File: config.mk
export PLATFORM = sky130hd
export DESIGN_NAME = bounce_gen_flat
export DESIGN_NICKNAME = d
export VERILOG_FILES = /design/src/rtl/bounce_gen_if.sv /design/src/rtl/bounce_gen.sv /design/src/flat_wrapper.sv
export SDC_FILE = /design/constraint.sdc
export NUM_CORES = 1
export LEC_CHECK = 0
export CELL_PAD_IN_SITES_DETAIL_PLACEMENT = 1
export CELL_PAD_IN_SITES_GLOBAL_PLACEMENT = 2
export CORE_MARGIN = 5
export CORE_UTILIZATION = 34
export DETAILED_ROUTE_END_ITERATION = 6
export PLACE_DENSITY = 0.77
export SLEW_MARGIN = 20
export SYNTH_ARGS = -nofsm -noshare
export SYNTH_HDL_FRONTEND = slang
export SYNTH_SLANG_ARGS = --single-unit
File: constraint.sdc
create_clock -name clk_i -period 1.28 [get_ports clk_i]
set_input_delay 0.256 -clock clk_i [delete_from_list [all_inputs] [get_ports clk_i]]
set_output_delay 0.256 -clock clk_i [all_outputs]
set_load 0.1 [all_outputs]
File: src/rtl/bounce_gen_if.sv
// Signal bundle between a clean-level source and the bounce_gen emulator.
// The statistics port pair exists only when BOUNCE_GEN_STATS_EN is defined.
interface bounce_gen_if;
   logic        enable_i;
   logic        clean_sig_i;
   logic        raw_sig_o;
   logic        busy_o;
`ifdef BOUNCE_GEN_STATS_EN
   logic        clr_stats_i;
   logic [15:0] glitch_cnt_o;

   modport master (
      output enable_i, clean_sig_i, clr_stats_i,
      input  raw_sig_o, busy_o, glitch_cnt_o
   );
   modport slave (
      input  enable_i, clean_sig_i, clr_stats_i,
      output raw_sig_o, busy_o, glitch_cnt_o
   );
`else
   modport master (
      output enable_i, clean_sig_i,
      input  raw_sig_o, busy_o
   );
   modport slave (
      input  enable_i, clean_sig_i,
      output raw_sig_o, busy_o
   );
`endif
endinterface

File: src/rtl/bounce_gen.sv
// Switch-bounce emulator: after each clean level change the raw output chatters from an LFSR
// for BOUNCE_CYCLES cycles, then settles. Define BOUNCE_GEN_STATS_EN to add a glitch counter.
module bounce_gen #(
   parameter int unsigned BOUNCE_CYCLES = 8,
   parameter logic [7:0]  LFSR_SEED     = 8'hA5
) (
   input  logic         clk_i,
   input  logic         rst_ni,
   bounce_gen_if.slave  bus
);

   localparam int unsigned CNT_W    = $clog2(BOUNCE_CYCLES + 1);
   localparam logic [CNT_W-1:0] CNT_LOAD = CNT_W'(BOUNCE_CYCLES - 1);
   // An all-zero seed would lock the LFSR, so it is replaced by 1.
   localparam logic [7:0] SEED_EFF = (LFSR_SEED == 8'h00) ? 8'h01 : LFSR_SEED;

   typedef enum logic {
      IDLE   = 1'b0,
      BOUNCE = 1'b1
   } state_e;

   state_e           state_q,  state_d;
   logic             raw_q,    raw_d;
   logic             busy_q,   busy_d;
   logic             stable_q, stable_d;
   logic             target_q, target_d;
   logic [CNT_W-1:0] cnt_q,    cnt_d;
   logic [7:0]       lfsr_q,   lfsr_d;
   logic [7:0]       lfsr_step;

   assign lfsr_step = {lfsr_q[6:0], lfsr_q[7] ^ lfsr_q[5] ^ lfsr_q[4] ^ lfsr_q[3]};

   always_ff @(posedge clk_i or negedge rst_ni) begin
      if (!rst_ni) begin
         state_q <= IDLE;
      end else begin
         state_q <= state_d;
      end
   end

   always_comb begin
      state_d = state_q;
      if (!bus.enable_i) begin
         state_d = IDLE;
      end else begin
         case (state_q)
            IDLE:    if (bus.clean_sig_i != stable_q) state_d = BOUNCE;
            BOUNCE:  if (cnt_q == '0)                 state_d = IDLE;
            default: state_d = IDLE;
         endcase
      end
   end

   always_comb begin
      raw_d    = raw_q;
      busy_d   = busy_q;
      stable_d = stable_q;
      target_d = target_q;
      cnt_d    = cnt_q;
      lfsr_d   = lfsr_q;
      if (!bus.enable_i) begin
         // Bypass also aborts any bounce in progress; the LFSR is frozen.
         raw_d    = bus.clean_sig_i;
         stable_d = bus.clean_sig_i;
         busy_d   = 1'b0;
      end else begin
         case (state_q)
            IDLE: begin
               if (bus.clean_sig_i != stable_q) begin
                  target_d = bus.clean_sig_i;
                  cnt_d    = CNT_LOAD;
                  raw_d    = ~raw_q;
                  busy_d   = 1'b1;
               end else begin
                  raw_d    = stable_q;
                  busy_d   = 1'b0;
               end
            end
            BOUNCE: begin
               lfsr_d = lfsr_step;
               if (cnt_q != '0) begin
                  raw_d = raw_q ^ lfsr_q[0];
                  cnt_d = cnt_q - CNT_W'(1);
               end else begin
                  raw_d    = target_q;
                  stable_d = target_q;
                  busy_d   = 1'b0;
               end
            end
            default: begin
               busy_d = 1'b0;
            end
         endcase
      end
   end

   always_ff @(posedge clk_i or negedge rst_ni) begin
      if (!rst_ni) begin
         raw_q    <= 1'b0;
         busy_q   <= 1'b0;
         stable_q <= 1'b0;
         target_q <= 1'b0;
         cnt_q    <= '0;
         lfsr_q   <= SEED_EFF;
      end else begin
         raw_q    <= raw_d;
         busy_q   <= busy_d;
         stable_q <= stable_d;
         target_q <= target_d;
         cnt_q    <= cnt_d;
         lfsr_q   <= lfsr_d;
      end
   end

   assign bus.raw_sig_o = raw_q;
   assign bus.busy_o    = busy_q;

`ifdef BOUNCE_GEN_STATS_EN
   logic [15:0] glitch_q, glitch_d;
   logic        toggle;

   // Only toggles produced by the emulator count; bypass-following edges do not.
   always_comb begin
      toggle = 1'b0;
      if (bus.enable_i && (state_q == BOUNCE || bus.clean_sig_i != stable_q)) begin
         toggle = (raw_d != raw_q);
      end
      glitch_d = glitch_q;
      if (bus.clr_stats_i) begin
         glitch_d = 16'h0000;
      end else if (toggle && glitch_q != 16'hFFFF) begin
         glitch_d = glitch_q + 16'd1;
      end
   end

   always_ff @(posedge clk_i or negedge rst_ni) begin
      if (!rst_ni) begin
         glitch_q <= 16'h0000;
      end else begin
         glitch_q <= glitch_d;
      end
   end

   assign bus.glitch_cnt_o = glitch_q;
`endif

endmodule

File: src/flat_wrapper.sv
// flat-port wrapper written by rule: the top's interface ports become plain ports
module bounce_gen_flat 
#(
   parameter int unsigned BOUNCE_CYCLES = 8,
   parameter logic [7:0]  LFSR_SEED     = 8'hA5
)
  (clk_i, rst_ni, bus_enable_i, bus_clean_sig_i, bus_raw_sig_o, bus_busy_o);
  bounce_gen_if bus_i ();
  input  logic clk_i;
  input  logic rst_ni;
  input wire logic [$bits(bus_i.enable_i)-1:0] bus_enable_i;
  input wire logic [$bits(bus_i.clean_sig_i)-1:0] bus_clean_sig_i;
  output wire logic [$bits(bus_i.raw_sig_o)-1:0] bus_raw_sig_o;
  output wire logic [$bits(bus_i.busy_o)-1:0] bus_busy_o;
  assign bus_i.enable_i = bus_enable_i;
  assign bus_i.clean_sig_i = bus_clean_sig_i;
  assign bus_raw_sig_o = bus_i.raw_sig_o;
  assign bus_busy_o = bus_i.busy_o;
  bounce_gen #(.BOUNCE_CYCLES(BOUNCE_CYCLES), .LFSR_SEED(LFSR_SEED)) u_core (.clk_i(clk_i), .rst_ni(rst_ni), .bus(bus_i));
endmodule
Word-level counts from Yosys, hierarchy flattened

Index checks and enable logic that the tools add are counted.
W data, S select, Z words.

Add/sub/neg operators: 1
Multiply operators: 0
Div/mod/pow operators: 0
Order comparisons: 0
Equal/unequal tests: 6
Shift-type cells: 0
Muxes and demuxes: 17
Bitwise operators: 6
Reductions and logical operators: 6

Operators with widths:

| operator              | number |
|---|---|
| $mux W1               | 11 |
| $mux W4               | 2 |
| $pmux W4 S2           | 1 |
| $pmux W1 S2           | 3 |
| $reduce_and A3 Y1     | 2 |
| $logic_not A4 Y1      | 1 |
| $ne A2 B1 Y1 const B  | 2 |
| $ne A2 B2 Y1 const B  | 2 |
| $reduce_and A2 Y1     | 2 |
| $reduce_bool A4 Y1    | 1 |
| $sub A4 B1 Y4 const B | 1 |
| $xor A1 B1 Y1         | 4 |
| $ne A3 B3 Y1 const B  | 1 |
| $not A1 Y1            | 2 |
| $ne A1 B1 Y1          | 1 |

Register bits after elaboration: 17
Latch bits: 0
RAM bits: 0
ROM bits: 0
Input bits: 4
Logic and storage cells: 43
Memories kept: 0

Depth between registers and ports, before layout

Depth after elaboration: 4
Gate-level depth with buffers: 5
Gate-level depth less buffers: 5

Worst setup path after synthesis

OpenSTA, ideal clock, no wires.

Kind: register -> register
From: reg u_core.raw_q (netlist: u_core.bus.raw_sig_o)
To: reg u_core.raw_q (netlist: u_core.bus.raw_sig_o)
Library setup time: 0.137 ns
Arrival: 1.352 ns
Slack: -0.209 ns
Stages on the path, launching flop included: 4
Buffers on the path: 0
Period minus slack after synthesis: 1.489 ns
Path through: dfrtp_1 -> nand3b_1 -> a31o_2 -> o221ai_1

Word-level cells in the longest chain between the ends: 4

RTL lines:

| item                                        | RTL line                           | text |
|---|---|---|
| from (decl)                                 | bounce_gen.sv:23                   | `logic raw_q, raw_d;` |
| from (signal assigned)                      | bounce_gen.sv:106                  | `raw_q <= raw_d;` |
| $xor A1 B1 Y1 or $not A1 Y1 (tied branches) | bounce_gen.sv:82, bounce_gen.sv:72 |  |
| $mux W1 (on tied branches)                  | bounce_gen.sv:81, bounce_gen.sv:69 |  |
| $pmux W1 S2 *                               | bounce_gen.sv:67                   | `case (state_q)` |
| $mux W1 *                                   | bounce_gen.sv:61                   | `if (!bus.enable_i) begin` |
| net u_core.raw_d                            | bounce_gen.sv:23                   |  |

Mark *: on every way through the listed nets, which the timed path passes. The rest lies on a longest branch.
A chain may end at the register's enable or synchronous reset.

Worst setup path in the final report

From: reg u_core.cnt_q[0]
To: reg u_core.raw_q (netlist: u_core.bus.raw_sig_o)

Word-level cells in the longest chain between the ends: 4

RTL lines:

| item                   | RTL line          | text |
|---|---|---|
| from (decl)            | bounce_gen.sv:27  | `logic [CNT_W-1:0] cnt_q, cnt_d;` |
| from (signal assigned) | bounce_gen.sv:110 | `cnt_q <= cnt_d;` |
| $reduce_bool A4 Y1     | bounce_gen.sv:81  | `if (cnt_q != '0) begin` |
| $mux W1                | bounce_gen.sv:81  |  |
| $pmux W1 S2            | bounce_gen.sv:67  |  |
| $mux W1                | bounce_gen.sv:61  |  |
| net u_core.raw_d       | bounce_gen.sv:23  |  |

The timed path passes the listed nets, and every way through them passes these cells.

==> reports/metrics.yaml <==
outcome: "finished with violations"
failed_checks: "setup timing"
slowest_delay_ns: 0.41
ys_types: 27
place_area_um2: 1040
routed_wl_um: 1790
yosysSeqAreaShare_pct: 52.0
utilization_pct: 50.0
coreArea_um2: 2280
vdd_drop_max_v: 0.000911
ios: 6
synth_warnings: 0
cap_viol_max_count: 0
required_ns: 1.44
path_buf_inv: 1
grt_max_degree: 18
grtUsageMet1_pct: 14.5
synth-seq-cells: 17
maxSlewViolCount: 0
h-tree-depth: 1
cts_tree: "built"
drc: 0
worst_pin_slew_ns: 0.302
grtUsageMet2_pct: 18.4
netlist_area_um2: 828
slew_headroom_pct: 79.8
ys_async_sr_fraction_pct: 100
viasPerCell: 4.90
cts_buffer_depth: 2
clk_pin_slew_ns: 0.11
busiest_layer: "met2"
place.gp.congestion: 0.678
whs_ns: 0.273
grt_pass1_wl_um: 2920
timing.final.crit_period_ns: 1.37
cp_top_family: "flip-flops"
leakagePower_nw: 0.477
path_cells: "inv_2 > ha_4 > nor3b_4 > mux2i_1 > o221ai_1"
clkLatencyLatePin_ns: 0.29
worstHoldPathType: "in2async"
fmax_mhz: 732
ant_nets: 0
end_kind: "flip-flop"
fin_worst_skew_ns: 0.00617
dp_hpwl_um: 1280
dp.cells: 111
powerDensity_nw_per_um2: 1400
cts_root_buf: "clkbuf_4"
hold_viol: 0
crit_type: "reg2reg"
final.setup.worst_slack_ns: -0.0854
slowest_stage: "dfrtp_1"
start_kind: "flip-flop"
r2r_start: "u_core.cnt_q[0]$_DFFE_PN0P_"
fillers: 244
track_usage_pct: 11.3
die_area_um2: 3520
finalCritPeriodShare_pct: 107
rsz0062_at_grt: "yes"
synth_edf_count: 0
cts.sinks: 17
antenna_found_initial: 0
area_growth_pct: 37.3
drt_pre_antenna_iters: 3
r2r-end: "u_core.bus.raw_sig_o$_DFF_PN0_"
vias: 583
met3_usage_pct: 1.96
synthCells: 65
rows: 17
stdcell_area_um2: 1140
r2r_slack_ns: -0.09
cts_inserted_buffers: 3
synth_ff_type: "dfrtp_1"
worstPathArrival_ns: 1.53
layout-drive-gt1-share_pct: 57.1
cts_hold_buf: 0
initial_core_util_pct: 36.4
syn_nets: 70
setup_viol_count_final: 7
grt_pass1_vias: 630
antenna_cells: 0
die_width_um: 59.4
port_buffers: 5
syn_area_per_cell_um2: 12.7
routedWlPerCell_um: 15.1
die_h_um: 59.4
rr_worst_depth: 5
nets: 97
drtIter0Drc: 1
overflow: 0
fin_cells: 119
cp_max_fo: 5
## flip-flops by register name, indices dropped and copies added (netlist names)
| register | count |
|---|---|
| u_core.bus.busy_o | 1 |
| u_core.bus.raw_sig_o | 1 |
| u_core.cnt_q | 4 |
| u_core.lfsr_q | 8 |
| u_core.stable_q | 1 |
| u_core.state_q | 1 |
| u_core.target_q | 1 |
## through the flow
step | power [mW] | setup slack [ns] | TNS (ns)
after floorplan | 0.964 | -0.0247 | -0.0423
after global placement | 1.21 | -0.173 | -2.08
after detailed placement | 1.23 | -0.192 | -2.37
after CTS | 1.58 | -0.140 | -0.460
after global routing | 1.69 | -0.160 | -0.949
final | 1.59 | -0.0854 | -0.342
## synthesized netlist by cell type (all sizes together), types with 2 or more instances
cell / n / area, um^2
dfrtp: 13 / 325
dfstp: 4 / 105
inv: 3 / 11.3
mux2: 7 / 78.8
mux2i: 3 / 30.0
nand2: 3 / 13.8
nand2b: 2 / 12.5
nor2: 2 / 7.51
nor3: 2 / 10.0
o21ai: 5 / 25.0
o21ba: 2 / 20.0
xnor2: 4 / 35.0
xor2: 2 / 17.5
## per-layer routing
layer	share of wire, %	wire, um
met1	41	741
met2	56	1000
met3	1.8	32
met4	0.78	14
met5	0	0
## repair_timing
item	in CTS	in global routing
setup endpoints to repair	6	8
endpoints found under the hold margin	0	0
pin swaps	2	4
buffers inserted	3	1
gates resized for setup	4	5
## power by group
part	switching, mW	total (mW)	internal, mW
sequential	0.0759	0.680	0.604
clock	0.178	0.294	0.116
combinational	0.287	0.614	0.326
## area by class of cell
class,instances,area [um^2],share of cell area (%)
Clock buffer,3,22.5,1.98
Clock inverter,1,5.00,0.440
Inverter,3,11.3,0.990
Multi-Input combinational cell,44,413,36.3
Sequential cell,17,433,38.1
Tap cell,28,35.0,3.08
Timing Repair Buffer,23,218,19.1
## worst max path at each step
| stage | from | to | depth (start not counted) |
|---|---|---|---|
| final | u_core.cnt_q[0]$_DFFE_PN0P_ | u_core.bus.raw_sig_o$_DFF_PN0_ | 5 |
| after global routing | u_core.cnt_q[0]$_DFFE_PN0P_ | u_core.bus.raw_sig_o$_DFF_PN0_ | 5 |
| after CTS | u_core.cnt_q[0]$_DFFE_PN0P_ | u_core.cnt_q[0]$_DFFE_PN0P_ | 5 |
| after detailed placement | bus_enable_i | u_core.cnt_q[0]$_DFFE_PN0P_ | 4 |
| after global placement | bus_enable_i | u_core.cnt_q[0]$_DFFE_PN0P_ | 5 |
| after floorplan | u_core.cnt_q[0]$_DFFE_PN0P_ | u_core.bus.raw_sig_o$_DFF_PN0_ | 5 |
## cells in the final DEF, fill, tap and decap left out, types with 2 or more instances in the layout
master           synthesis  final
buf_4                    0     17
xor2_1                   2      2
nand2b_1                 2      2
nand2_1                  2      2
o21ai_0                  5      5
xnor2_1                  4      4
inv_2                    0      2
clkbuf_4                 0      3
dfstp_2                  4      4
dfrtp_1                 13     11
mux2i_1                  3      3
o21ba_2                  2      2
dfrtp_2                  0      2
mux2_2                   7      7
clkdlybuf4s50_1          0      3
buf_12                   0      3
## logic make-up after synthesis
family / Yosys count / synth area share (%)
DFF: 17 / 52.0
xor gates and xnor gates: 6 / 6.34
muxes: 10 / 13.1
adders and majority gates: 1 / 1.51
buffers and inverters: 4 / 2.72
and+or+nand+nor: 13 / 10.7
AOI/OAI and AO/OA: 14 / 13.6
No activity file was read; power rests on OpenSTA's default activity.
